`src/rtl/count_seq_pkg.sv`:
```
// Shared types and defaults for the count sequencer and its watchdog.
package count_seq_pkg;

  localparam int NB_BITS_DEF = 4;
  localparam int RUNS_W_DEF  = 8;

  // Sequencer states; a run walks IDLE -> CLEAR -> RUN -> DONE -> IDLE.
  typedef enum logic [2:0] {
    ST_IDLE  = 3'd0,
    ST_CLEAR = 3'd1,
    ST_RUN   = 3'd2,
    ST_DONE  = 3'd3,
    ST_ERROR = 3'd4
  } state_t;

endpackage

```
`src/rtl/seq_watchdog.sv`:
```
// Watchdog for the count sequencer: counts RUN cycles that drive an increment
// and flags a timeout on the 2^NB_BITS-th such cycle. A healthy counter never
// needs more than 2^NB_BITS-1 increments to reach any target, so the timeout
// can only fire when the downstream counter is not following enable.
module seq_watchdog #(
  parameter int NB_BITS = 4
) (
  input  logic clock_i,
  input  logic reset_i,
  input  logic clear_i,   // hold the count at zero (outside RUN)
  input  logic tick_i,    // one increment cycle observed
  output logic timeout_o  // this tick is the 2^NB_BITS-th one
);

  logic [NB_BITS-1:0] wd_cnt_q;
  logic [NB_BITS-1:0] wd_cnt_d;

  // Timeout when the count is already all-ones and another tick arrives.
  always_comb begin
    timeout_o = tick_i && (wd_cnt_q == {NB_BITS{1'b1}});
  end

  // Next count: clear has priority, otherwise advance on each tick.
  always_comb begin
    wd_cnt_d = wd_cnt_q;
    if (clear_i) begin
      wd_cnt_d = '0;
    end else if (tick_i) begin
      wd_cnt_d = wd_cnt_q + 1'b1;
    end
  end

  // Count register.
  always_ff @(posedge clock_i or posedge reset_i) begin
    if (reset_i) begin
      wd_cnt_q <= '0;
    end else begin
      wd_cnt_q <= wd_cnt_d;
    end
  end

endmodule

```
`src/rtl/count_sequencer.sv`:
```
// Count sequencer: drives init/enable of an external up-counter so that it
// clears, counts up to a latched target and stops there, then pulses done.
//
// Control semantics: start_i is a request sampled only in IDLE or ERROR and
// accepted on the clock edge where it is seen high with stop_i low; there is
// no acknowledge other than busy_o rising. stop_i is a level that aborts the
// current activity on the next edge and always wins over start and over
// completion. hold_i freezes increments but never changes state flow.
module count_sequencer
  import count_seq_pkg::*;
#(
  parameter int NB_BITS = NB_BITS_DEF,
  parameter int RUNS_W  = RUNS_W_DEF
) (
  input  logic              clock_i,
  input  logic              reset_i,
  input  logic              start_i,
  input  logic              stop_i,
  input  logic              hold_i,
  input  logic [NB_BITS-1:0] target_i,
  input  logic [NB_BITS-1:0] count_i,
  output logic              enable_o,
  output logic              init_o,
  output logic              busy_o,
  output logic              done_o,
  output logic              err_o,
  output logic [RUNS_W-1:0] runs_o,
  output state_t            dbg_state_o
);

  state_t              state_q, state_d;
  logic [NB_BITS-1:0]  target_q, target_d;
  logic [RUNS_W-1:0]   runs_q, runs_d;
  logic                err_q, err_d;

  logic                at_target;
  logic                wd_clear;
  logic                wd_tick;
  logic                wd_timeout;

  seq_watchdog #(
    .NB_BITS (NB_BITS)
  ) u_watchdog (
    .clock_i   (clock_i),
    .reset_i   (reset_i),
    .clear_i   (wd_clear),
    .tick_i    (wd_tick),
    .timeout_o (wd_timeout)
  );

  // The counter has reached the latched terminal value.
  always_comb begin
    at_target = (count_i == target_q);
  end

  // Next-state and output decode; every output defaults to inactive.
  always_comb begin
    state_d  = state_q;
    target_d = target_q;
    runs_d   = runs_q;
    err_d    = err_q;
    enable_o = 1'b0;
    init_o   = 1'b0;
    done_o   = 1'b0;
    wd_clear = 1'b1;
    wd_tick  = 1'b0;

    unique case (state_q)
      ST_IDLE: begin
        if (start_i && !stop_i) begin
          target_d = target_i;
          state_d  = ST_CLEAR;
        end
      end

      ST_CLEAR: begin
        init_o  = 1'b1;
        state_d = stop_i ? ST_IDLE : ST_RUN;
      end

      ST_RUN: begin
        // Increment only while short of target and not paused; the watchdog
        // sees exactly the cycles that request an increment.
        wd_clear = 1'b0;
        enable_o = !hold_i && !at_target;
        wd_tick  = enable_o;
        if (stop_i) begin
          state_d = ST_IDLE;
        end else if (at_target) begin
          state_d = ST_DONE;
        end else if (wd_timeout) begin
          err_d   = 1'b1;
          state_d = ST_ERROR;
        end
      end

      ST_DONE: begin
        // An abort in the completion cycle suppresses the pulse and the tally.
        if (!stop_i) begin
          done_o = 1'b1;
          if (runs_q != {RUNS_W{1'b1}}) begin
            runs_d = runs_q + 1'b1;
          end
        end
        state_d = ST_IDLE;
      end

      ST_ERROR: begin
        if (stop_i) begin
          err_d   = 1'b0;
          state_d = ST_IDLE;
        end else if (start_i) begin
          err_d    = 1'b0;
          target_d = target_i;
          state_d  = ST_CLEAR;
        end
      end

      default: begin
        state_d = ST_IDLE;
      end
    endcase
  end

  // State, latched target, run tally and error flag registers.
  always_ff @(posedge clock_i or posedge reset_i) begin
    if (reset_i) begin
      state_q  <= ST_IDLE;
      target_q <= '0;
      runs_q   <= '0;
      err_q    <= 1'b0;
    end else begin
      state_q  <= state_d;
      target_q <= target_d;
      runs_q   <= runs_d;
      err_q    <= err_d;
    end
  end

  // Status outputs taken straight from registered state.
  always_comb begin
    busy_o      = (state_q != ST_IDLE);
    err_o       = err_q;
    runs_o      = runs_q;
    dbg_state_o = state_q;
  end

endmodule

```
`config.mk`:
```
export PLATFORM = sky130hd
export DESIGN_NAME = count_sequencer
export DESIGN_NICKNAME = d
export VERILOG_FILES = /design/src/rtl/count_seq_pkg.sv /design/src/rtl/seq_watchdog.sv /design/src/rtl/count_sequencer.sv
export SDC_FILE = /design/constraint.sdc
export NUM_CORES = 1
export LEC_CHECK = 0
export CAP_MARGIN = 10
export CORE_MARGIN = 5
export CORE_UTILIZATION = 35
export CTS_CLUSTER_DIAMETER = 200
export DETAILED_ROUTE_END_ITERATION = 8
export SYNTH_ARGS = -nofsm -noshare
export SYNTH_HDL_FRONTEND = slang
export SYNTH_SLANG_ARGS = --single-unit
```
`constraint.sdc`:
```
create_clock -name clock_i -period 1.7 [get_ports clock_i]
set_input_delay 0.255 -clock clock_i [delete_from_list [all_inputs] [get_ports clock_i]]
set_output_delay 0.255 -clock clock_i [all_outputs]
set_load 0.05 [all_outputs]
```
# ---- Word level (Yosys, flattened, before mapping)
# Cells that the tools add are included.
dict set report op_classes {
  n_reduce_logical 14
  n_bitwise 1
  mul 0
  eq_ne 16
  shifts 0
  n_addsub 2
  mux 24
  div 0
  order_cmp 0
}
# op count
set op_table {}
lappend op_table {{$mux W4} 5}
lappend op_table {{$mux W3} 6}
lappend op_table {{$pmux W3 S4} 1}
lappend op_table {{$ne A2 B2 Y1 const B} 5}
lappend op_table {{$mux W1} 9}
lappend op_table {{$add A8 B1 Y8 const B} 1}
lappend op_table {{$ne A8 B8 Y1 const B} 1}
lappend op_table {{$pmux W4 S2} 1}
lappend op_table {{$eq A3 B2 Y1 const B} 2}
lappend op_table {{$reduce_and A3 Y1} 2}
lappend op_table {{$reduce_and A5 Y1} 1}
lappend op_table {{$add A4 B1 Y4 const B} 1}
lappend op_table {{$eq A4 B4 Y1} 1}
lappend op_table {{$eq A4 B4 Y1 const B} 1}
lappend op_table {{$ne A2 B1 Y1 const B} 2}
lappend op_table {{$ne A4 B3 Y1 const B} 1}
lappend op_table {{$reduce_and A4 Y1} 1}
lappend op_table {{$reduce_bool A2 Y1} 2}
lappend op_table {{$eq A3 B1 Y1 const B} 1}
lappend op_table {{$eq A3 B3 Y1 const B} 1}
lappend op_table {{$logic_and A1 B1 Y1} 3}
lappend op_table {{$logic_not A1 Y1} 3}
lappend op_table {{$logic_not A3 Y1} 1}
lappend op_table {{$ne A3 B3 Y1 const B} 1}
lappend op_table {{4 further kinds} 4}
dict set report totals {
  word_cells 62
  output_inout_bits 16
  ram_bits 0
  latchBits 0
  mem_bits_ro 0
  ff_bits 20
  mem_count 0
  inputBits 13
}

# ---- Logic depth before layout (Yosys ltp)
dict set report depth {
  word_depth 9
  ltp_mapped 6
  ltp_nobuf 5
}

# ---- Modules after synthesis
# A second synthesis with hierarchy kept.
dict set report unflattened {
  cells_unflattened 94
  area_unflattened_um2 1116.1
}
# mod instances cells_each area_per_inst_um2 seq_area_each_um2
set modules_own_cells {}
lappend modules_own_cells {count_sequencer 1 75 884.6 400.4}
lappend modules_own_cells {seq_watchdog 1 19 231.5 100.1}

# ---- Worst setup path before layout
# OpenSTA, ideal clock, no wires.
dict set report synth_path {
  path_type {reg-to-output}
  startpoint {register state_q[0], in the netlist dbg_state_o[0]}
  endpoint {output port init_o}
  arrival_ns 2.063
  n_path_buf 1
  path_slack_ns -0.618
  path_stages_with_launch 3
  cell_sequence {dfrtp_1 -> buf_2 -> nor3b_1}
}
dict set report synth_via {
  elab_chain_cells 2
}
# element line_no
set synth_rtl {}
lappend synth_rtl {{start, declared} count_sequencer.sv:31} ;# state_t state_q, state_d;
lappend synth_rtl {{start signal, assigned} count_sequencer.sv:133} ;# state_q <= state_d;
lappend synth_rtl {{$eq A3 B1 Y1} count_sequencer.sv:68} ;# unique case (state_q)
lappend synth_rtl {{$mux W1} count_sequencer.sv:68}
lappend synth_rtl {{end, declared} count_sequencer.sv:23} ;# output logic init_o,
# No other way between the ends.

# ---- Final worst setup path
dict set report layout_path {
  startpoint {input port count_i[0]}
  endpoint {output port enable_o}
}
dict set report layout_via {
  elab_chain_cells 4
}
# element line_no
set layout_rtl {}
lappend layout_rtl {{start, declared} count_sequencer.sv:21} ;# input logic [NB_BITS-1:0] count_i,
lappend layout_rtl {{$eq A4 B4 Y1} count_sequencer.sv:53} ;# at_target = (count_i == target_q);
lappend layout_rtl {{$logic_not A1 Y1} count_sequencer.sv:85} ;# enable_o = !hold_i && !at_target;
lappend layout_rtl {{$logic_and A1 B1 Y1} count_sequencer.sv:85}
lappend layout_rtl {{$mux W1} count_sequencer.sv:68}
lappend layout_rtl {{end, declared} count_sequencer.sv:22} ;# output logic enable_o,
# No other way between the ends.

==> flow_metrics.env <==
export IMPL_status="finished with violations"
export IMPL_violations="setup timing"
export IMPL_worstPathCellList="clkdlybuf4s50_1 -> xor2_2 -> o41ai_2 -> buf_4 -> nor2_4 -> buf_6"
export IMPL_path_clk_slew_ns=0.12
export IMPL_setup_worst_path_start_class="input port"
export IMPL_core_mm2=0.00298
export IMPL_fin_nets=159
export IMPL_routedWlPerCell_um=14.2
export IMPL_ys_ff_latch=20
export IMPL_cts_tree="built"
export IMPL_clk_latency_ns=0.31
export IMPL_finalCritPeriodShare_pct=107
export IMPL_end_kind="primary output"
export IMPL_fin_crit_ns=1.82
export IMPL_drt_antenna_violating_nets=0
export IMPL_die_h_um=65.1
export IMPL_grt_overflow=0
export IMPL_ctsHtreeMaxLevel=1
export IMPL_grtUsageTotal_pct=12.5
export IMPL_n_antenna_cell=0
export IMPL_drv_slew=0
export IMPL_fin_skew_ns=0.00397
export IMPL_area_growth_pct=46.2
export IMPL_fmax_mhz=550
export IMPL_vias=915
export IMPL_max_stage_delay_ns=0.44
export IMPL_detail_route_vias_per_cell=5.20
export IMPL_final_util_pct=52.1
export IMPL_hold_viol_final=0
export IMPL_cp_arrival_ns=1.56
export IMPL_pwr_density_cell_mw_per_mm2=860
export IMPL_async_flop_share_pct=100
export IMPL_drive_gt1_share_pct=39.9
export IMPL_worst_pin_slew_ns=0.278
export IMPL_crit_family="buffers and inverters"
export IMPL_final_cell_mix="28 x buf_4, 15 x dfrtp_1, 12 x clkdlybuf4s50_1, 7 x nor2_1, 7 x a21oi_1"
export IMPL_grt_max_degree=21
export IMPL_grt_antenna_before_repair=0
export IMPL_path_class="input port to primary output"
export IMPL_final_common_cell="buf_4"
export IMPL_critPathMaxFanout=2
export IMPL_cpMaxStageDelayCell="clkdlybuf4s50_1"
export IMPL_yosysWarnings=0
export IMPL_ys_flop_type="dfrtp_1"
export IMPL_wl_um=2490
export IMPL_ioPinCount=29
export IMPL_seq_area_frac_synth_pct=47.2
export IMPL_relSlewSlack_pct=81.2
export IMPL_worstPathRequired_ns=1.44
export IMPL_netlist_area_mm2=0.00106
export IMPL_detailed_place_hpwl_um=1850
export IMPL_drc=0
export IMPL_ir_drop_uv=680
export IMPL_drtIter0Drc=79
export IMPL_synthDistinctLibCells=31
export IMPL_postSynthCellCount=99
export IMPL_grt_pass1_wl_um=4140
export IMPL_synth_edf_count=0
export IMPL_cap_viol_max_count=0
export IMPL_rows=20
export IMPL_rsz0062_at_grt="true"
export IMPL_gp_congestion=0.810
export IMPL_worst_slack_ns=-0.119
export IMPL_start_util_pct=35.6
export IMPL_hold_path_class="input port to asynchronous set/reset pin"
export IMPL_cts_made_buffers=3
export IMPL_clockRootBuffer="clkbuf_4"
export IMPL_fin_tns_setup_ns=-0.119
export IMPL_setup_violations=1
export IMPL_grt_pass1_vias=940
export IMPL_clock_sinks=20
export IMPL_numPortBuffers=28
export IMPL_die_w_um=65.1
export IMPL_dieArea_mm2=0.00423
export IMPL_synth_nets=114
export IMPL_clock_path_buffers=2
export IMPL_power_leakage_uw=0.000702
export IMPL_path_buf_inv=3
export IMPL_postSynthAreaPerCell_um2=10.7
export IMPL_first_pass_iters=4
## Yosys cell counts (all sizes together) (3+ instances only)
| master | count | share of area [%] |
|---|---|---|
| dfrtp | 20 | 47 |
| nor2 | 8 | 2.8 |
| a21oi | 7 | 3.3 |
| xor2 | 7 | 5.8 |
| mux2 | 6 | 6.4 |
| nand2 | 6 | 2.1 |
| inv | 5 | 1.8 |
| nand3 | 4 | 1.9 |
| o21ai | 4 | 1.9 |
| and3 | 3 | 1.8 |
| or3 | 3 | 1.8 |
| xnor2 | 3 | 2.5 |
## where the power goes
group	total [uW]	switching, uW	internal [uW]
clock	290	159	131
sequential	597	64.0	533
combinational	448	249	199
total	1330	472	863
## worst min-delay path, cell delays in order
cell and delay, ns:
clkdlybuf4s50_1 0.39, inv_1 0.05, buf_4 0.26
## worst paths after layout
kind / slack, ns / cells past startpoint / startpoint / to
max: -0.12 / 6 / count_i[0] / enable_o
min in group clock_i: 0.50 / 2 / err_o / err_o
min: 0.25 / 3 / reset_i / runs_o[2]
min reg2reg: 0.50 / 2 / err_o / err_o
max reg2reg: 0.12 / 6 / target_q[3] / u_watchdog.wd_cnt_q[3]
max in group asynchronous: 1.22 / 3 / reset_i / runs_o[1]
## flip-flops by register name, summed over array words and instances (netlist names)
signal,count
target_q,4
dbg_state_o,3
u_watchdog.wd_cnt_q,4
err_o,1
runs_o,8
## cell families after synthesis
family	count (synthesis)	share of synthesized area, %
simple gates	35	19.5
flops	20	47.2
compound gates	18	13.3
xor+xnor	10	8.26
buf+inv	8	3.07
mux	6	6.37
fa+ha+maj	2	2.36
## per-stage QoR
| step | hold WS, ns | setup slack, ns | cells | power [uW] | instance area [um2] |
|---|---|---|---|---|---|
| 2_1_floorplan | 0.218 | -0.118 | 99 | 880 | 1100 |
| 3_3_place_gp | 0.473 | -0.132 | 166 | 1010 | 1440 |
| 3_5_place_dp | 0.470 | -0.135 | 166 | 1030 | 1440 |
| 4_1_cts | 0.261 | -0.153 | 172 | 1340 | 1510 |
| 5_1_grt | 0.273 | -0.202 | 176 | 1400 | 1550 |
| 6_report | 0.255 | -0.119 | 176 | 1330 | 1550 |
## timing repair
item                                    4_1_cts  5_1_grt
gates resized for setup                       3        1
setup buffers                                 2        4
hold endpoints to repair                      0        0
pin swaps                                     4        0
hold buffers                                  0        0
endpoints found under the setup margin        1        4
## routing by layer
layer / track usage [%] / up-vias / part of all wire (%)
met5: 0 / - / 0
met4: 2.59 / 0 / 0.68
met3: 4.85 / 4 / 5.3
met2: 20.9 / 21 / 51
met1: 15.3 / 450 / 43
li1: - / 440 / -
## cell type report
class	count	area, um2
Fill cell	273	1430
Multi-Input combinational cell	71	567
Sequential cell	20	507
Timing Repair Buffer	43	382
Tap cell	33	41.3
Clock buffer	4	36.3
Inverter	5	18.8
(Power assumes the default switching activity.)
==> variant 1 (same flow settings) <==
Set the package constant `RUNS_W_DEF` to 9 (it was 8).
--- a/src/rtl/count_seq_pkg.sv
+++ b/src/rtl/count_seq_pkg.sv
@@ -4,3 +4,3 @@
   localparam int NB_BITS_DEF = 4;
-  localparam int RUNS_W_DEF  = 8;
+  localparam int RUNS_W_DEF  = 9;
 
Interface: changed (resized runs_o); port bits go from 29 to 30. No check against the original RTL was run, so the function may have changed too.
==> variant 1 against the unedited design <==
  * The run still ends with negative setup slack left
  * Power down 1.2%
  * Final area up 8.4%
  * Routed wire length up 1.3%
  * Sequential share of layout area down 0.96 points
  * Area after synthesis up 0.24%
  * Critical path depth up 1
  * Sequential cell count up 1
  * Setup slack worse by 5.1 ps
  * Clock skew down 3.3 ps
==> variant 1: results <==
[yosys]
synthesis.nets = 110
synth.area.top_cells = dfrtp_1, xnor2_1, mux2_2, nand4_1, ha_1
synth_common_cells = dfrtp_1, xnor2_1, nand4_1, mux2_2, nand2_1
seq_area_frac_synth_pct = 49.4

[grt]
grt_usage_pct = 13.2
grt_start_max_net_pins = 22
grt_pass1_wl_um = 4440

[outcome]
violations = negative setup slack
outcome = finished with violations

[placed_design]
place_congestion = 0.797
placed_cell_area_um2 = 1590
portBuffers = 29
pre_cts_ws_ps = -129
dpl.hpwl_um = 1920

[final_layout]
drive_gt1_share_pct = 48.3
fill_cells = 265

[pwr]
ir_drop_mv = 0.848
leakage_nw = 0.769

[setup_path]
arrival_ps = 2030
cp_max_fo = 9

[timing]
slew_headroom_pct = 75.3
setup_ws_ps = -124
skew_ps = 0.679
setup_viol = 9

[drt]
wire_per_inst_um = 14.0
drt_iter0_drc = 39
[variant 1: cell types whose count changed after synthesis, moves of 4 or more]
cell / unedited run / this run
xor2_1: 7 / 1
a21oi_1: 7 / 1
nand4_1: 2 / 8
xnor2_1: 3 / 11
nor2_1: 8 / 4
[variant 1: worst max-delay path, cell delays in order, from the launching register on]
cell	delay [ps]
dfrtp_2	420
and3_4	180
and3_4	170
and3_4	180
ha_4	140
and2b_2	220
buf_12	120
mux2_4	290
[variant 1: report_power, final]
group	internal [mW]	switching, mW
Clock	0.0878	0.164
Combinational	0.222	0.250
Sequential	0.550	0.0442
[variant 1: repair_timing]
action | 4_1_cts | 5_1_grt
gates resized for setup | 2 | 6
setup endpoints to repair | 9 | 10
pin swaps | 3 | 7
buffers inserted | 1 | 2
[variant 1: cell families after synthesis]
| group | after synthesis | synth area share, % |
|---|---|---|
| muxes | 7 | 7.29 |
| adders and majority gates | 3 | 3.53 |
| buffers and inverters | 4 | 2.47 |
| DFF | 21 | 49.4 |
| AOI/OAI and AO/OA | 10 | 6.94 |
| and+or+nand+nor | 37 | 20.5 |
| xor gates and xnor gates | 12 | 9.88 |
[variant 1: stage by stage]
step | setup TNS (ps) | utilization [%] | power, mW | hold slack, ps
finish | -660 | 56.5 | 1.32 | 260
global route | -1380 | 56.5 | 1.39 | 286
CTS | -922 | 55.0 | 1.31 | 260
detailed placement | -845 | 53.4 | 1.04 | 480
global placement | -646 | 53.4 | 1.03 | 476
floorplan | -1880 | - | 0.849 | 231
[variant 1: worst paths after layout]
check                           from        end  slack, ps  cells after the start
max                        runs_o[2]  runs_o[8]       -120                      7
min                          reset_i  runs_o[5]        260                      3
max reg2reg                runs_o[2]  runs_o[8]       -120                      7
min reg2reg                    err_o      err_o        500                      2
max in group asynchronous    reset_i  runs_o[1]       1210                      3
min in group clock_i           err_o      err_o        500                      2
[variant 1: routing by layer]
layer | track usage, % | part of all wire [%]
met2 | 21.7 | 49
met4 | 3.11 | 1.4
met5 | 0 | 0
met1 | 16.5 | 44
met3 | 5.13 | 5.9
[variant 1: final cells by class]
cell class / count / area share [%]
clock buffer: 3 / 1.34
clock inverter: 1 / 0.298
inverter: 2 / 0.446
multi-input combinational: 69 / 35.5
sequential: 21 / 31.7
tap: 33 / 2.46
timing repair buffer: 51 / 28.3
==> variant 2 (same flow settings) <==
Made on the original files. Register the inputs `start_i`, `stop_i`, `hold_i`, `target_i` and `count_i` before use, cleared by the reset. The logic sees them one clock later.
--- a/src/rtl/count_sequencer.sv
+++ b/src/rtl/count_sequencer.sv
@@ -30,2 +30,24 @@
 
+  logic start_q;
+  logic stop_q;
+  logic hold_q;
+  logic [NB_BITS-1:0] target_r;
+  logic [NB_BITS-1:0] count_q;
+
+  always_ff @(posedge clock_i or posedge reset_i) begin
+    if (reset_i) begin
+      start_q  <= '0;
+      stop_q   <= '0;
+      hold_q   <= '0;
+      target_r <= '0;
+      count_q  <= '0;
+    end else begin
+      start_q  <= start_i;
+      stop_q   <= stop_i;
+      hold_q   <= hold_i;
+      target_r <= target_i;
+      count_q  <= count_i;
+    end
+  end
+
   state_t              state_q, state_d;
@@ -52,3 +74,3 @@
   always_comb begin
-    at_target = (count_i == target_q);
+    at_target = (count_q == target_q);
   end
@@ -69,4 +91,4 @@
       ST_IDLE: begin
-        if (start_i && !stop_i) begin
-          target_d = target_i;
+        if (start_q && !stop_q) begin
+          target_d = target_r;
           state_d  = ST_CLEAR;
@@ -77,3 +99,3 @@
         init_o  = 1'b1;
-        state_d = stop_i ? ST_IDLE : ST_RUN;
+        state_d = stop_q ? ST_IDLE : ST_RUN;
       end
@@ -84,5 +106,5 @@
         wd_clear = 1'b0;
-        enable_o = !hold_i && !at_target;
+        enable_o = !hold_q && !at_target;
         wd_tick  = enable_o;
-        if (stop_i) begin
+        if (stop_q) begin
           state_d = ST_IDLE;
@@ -98,3 +120,3 @@
         // An abort in the completion cycle suppresses the pulse and the tally.
-        if (!stop_i) begin
+        if (!stop_q) begin
           done_o = 1'b1;
@@ -108,8 +130,8 @@
       ST_ERROR: begin
-        if (stop_i) begin
+        if (stop_q) begin
           err_d   = 1'b0;
           state_d = ST_IDLE;
-        end else if (start_i) begin
+        end else if (start_q) begin
           err_d    = 1'b0;
-          target_d = target_i;
+          target_d = target_r;
           state_d  = ST_CLEAR;
Behaviour: not the same (Yosys sat finds a counterexample within 4 cycles, from zero or initial values and one cycle with reset_i high).
==> variant 2 against the unedited design <==
  * Sequential cell count is 11 higher
  * Worst hold slack better by 94 ps
  * Critical path type is now reg -> out
  * Setup slack better by 150 ps
  * Global-route usage is 1.1 points lower
  * Routed wire length is 1.2% lower
  * Area after synthesis is 23% higher
  * Register-to-register slack worse by 40 ps
  * Final area is 21% higher
  * Critical endpoint unchanged
  * Highest routed layer unchanged
  * Clock skew is 2.1 ps higher
  * Power is 47% higher
==> variant 2: results <==
[outcome]
outcome = complete, no violations

[setup_path]
arrival_ps = 1410
rr_startpoint = runs_o[0]
critical_path.startpoint = target_q[2]
cp_max_fo = 2

[grt]
grt_pass1_vias = 988
grt_usage_pct = 11.4
antenna_found_initial = 0
grt_start_max_net_pins = 32
grt_pass1_wl_um = 4460

[drt]
dr_total_vias = 912
drt_iter0_drc = 39
wire_per_inst_um = 12.8
dr.pass1.iters = 3

[placed_design]
placed_cell_area_um2 = 1670
portBuffers = 28
dpl.hpwl_um = 1730
place_congestion = 0.808

[cts]
clk_pin_slew_worst_paths_ps = 60
cts_inserted_buffers = 5
clockBufferDepth = 2
clockRootBuffer = clkbuf_8
htreeDepth = 2
clk_latency_ps = 280

[hold_path]
min-delay-path-class = in -> async

[yosys]
seq_area_frac_synth_pct = 59.3
synth_ff_type = dfrtp_1
synth_common_cells = dfrtp_1, xnor2_1, nor2_1, inv_1, mux2_2
ys_types = 34
synthesis.nets = 117
yosysWarnings = 0
ys_async_sr_fraction_pct = 100
synth.area.top_cells = dfrtp_1, xnor2_1, mux2_2, a41oi_4, ha_1

[final_layout]
nNetsFinal = 159
drive_gt1_share_pct = 40.0
register_area_um2 = 782
fill_cells = 329
largest_reg_flops = 8
antenna_cells = 0

[timing]
slew_headroom_pct = 71.5
slew_violations = 0
skew_ps = 6.06

[pwr]
netSwitchingFraction_pct = 29.1
ir_drop_mv = 0.745
leakage_nw = 0.849
## variant 2: changes by cell type in the layout (fill, tap and decap cells not counted), moves of 4 or more
cell      change
o21ai_0       -4
xnor2_1       +4
buf_4         -5
clkbuf_8      +6
dfrtp_1      +11
xnor2_2       +4
## variant 2: layout make-up
type / instances / share of cell area (%)
Timing Repair Buffer: 38 / 18.9
Clock buffer: 8 / 5.35
Sequential cell: 31 / 41.8
Inverter: 5 / 1.00
Tap cell: 48 / 3.21
Multi-Input combinational cell: 63 / 29.8
## variant 2: final timing paths
check,slack (ps),end,cells after the start
max in group asynchronous,1060,runs_o[1],3
max reg2reg,80,runs_o[1],4
min,350,runs_o[0],3
max,40,enable_o,4
min reg2reg,480,target_q[0],1
min in group clock_i,410,count_q[2],1
## variant 2: cell families after synthesis
group,after synthesis,share of synthesized area [%]
muxes,7,5.93
DFF,31,59.3
adders and majority gates,2,1.91
and+or+nand+nor,30,13.2
AOI/OAI and AO/OA,11,8.41
buffers and inverters,8,2.58
xor gates and xnor gates,13,8.70
## variant 2: worst max-delay path: stages, from the launching register on
cell and delay (ps):
dfrtp_1 400, xnor2_2 160, a41oi_4 230, nor2b_4 200, buf_12 140
## variant 2: power by group through the flow
stage / clock network [mW] / logic (mW) / registers (mW)
floorplan: 0 / 0.211 / 0.956
global placement: 0 / 0.404 / 0.878
detailed placement: 0 / 0.405 / 0.884
CTS: 0.649 / 0.452 / 0.870
global route: 0.692 / 0.501 / 0.882
finish: 0.626 / 0.462 / 0.872
## variant 2: metrics by stage
stage	setup slack (ps)	power, mW	std cells	setup TNS [ps]
2_1_floorplan	-26.9	1.17	102	-26.9
3_3_place_gp	153	1.28	177	0
3_5_place_dp	107	1.29	177	0
4_1_cts	4.73	1.97	192	0
5_1_grt	-39.7	2.07	193	-39.7
6_report	36.1	1.96	193	0
## variant 2: routing by layer
layer  track usage (%)  vias to the layer above  wire length (um)
met3              5.40                        4               177
met5                 0                        -                 0
li1                  -                      437                 -
met2              17.8                       23              1200
met1              13.4                      448              1050
met4              5.01                        0                34
## variant 2: what timing repair did
item,4_1_cts,5_1_grt
pin swaps,2,3
resized for setup,4,2
buffers inserted,7,1
cloned,0,0
hold buffers,0,0
endpoints found under the setup margin,1,2
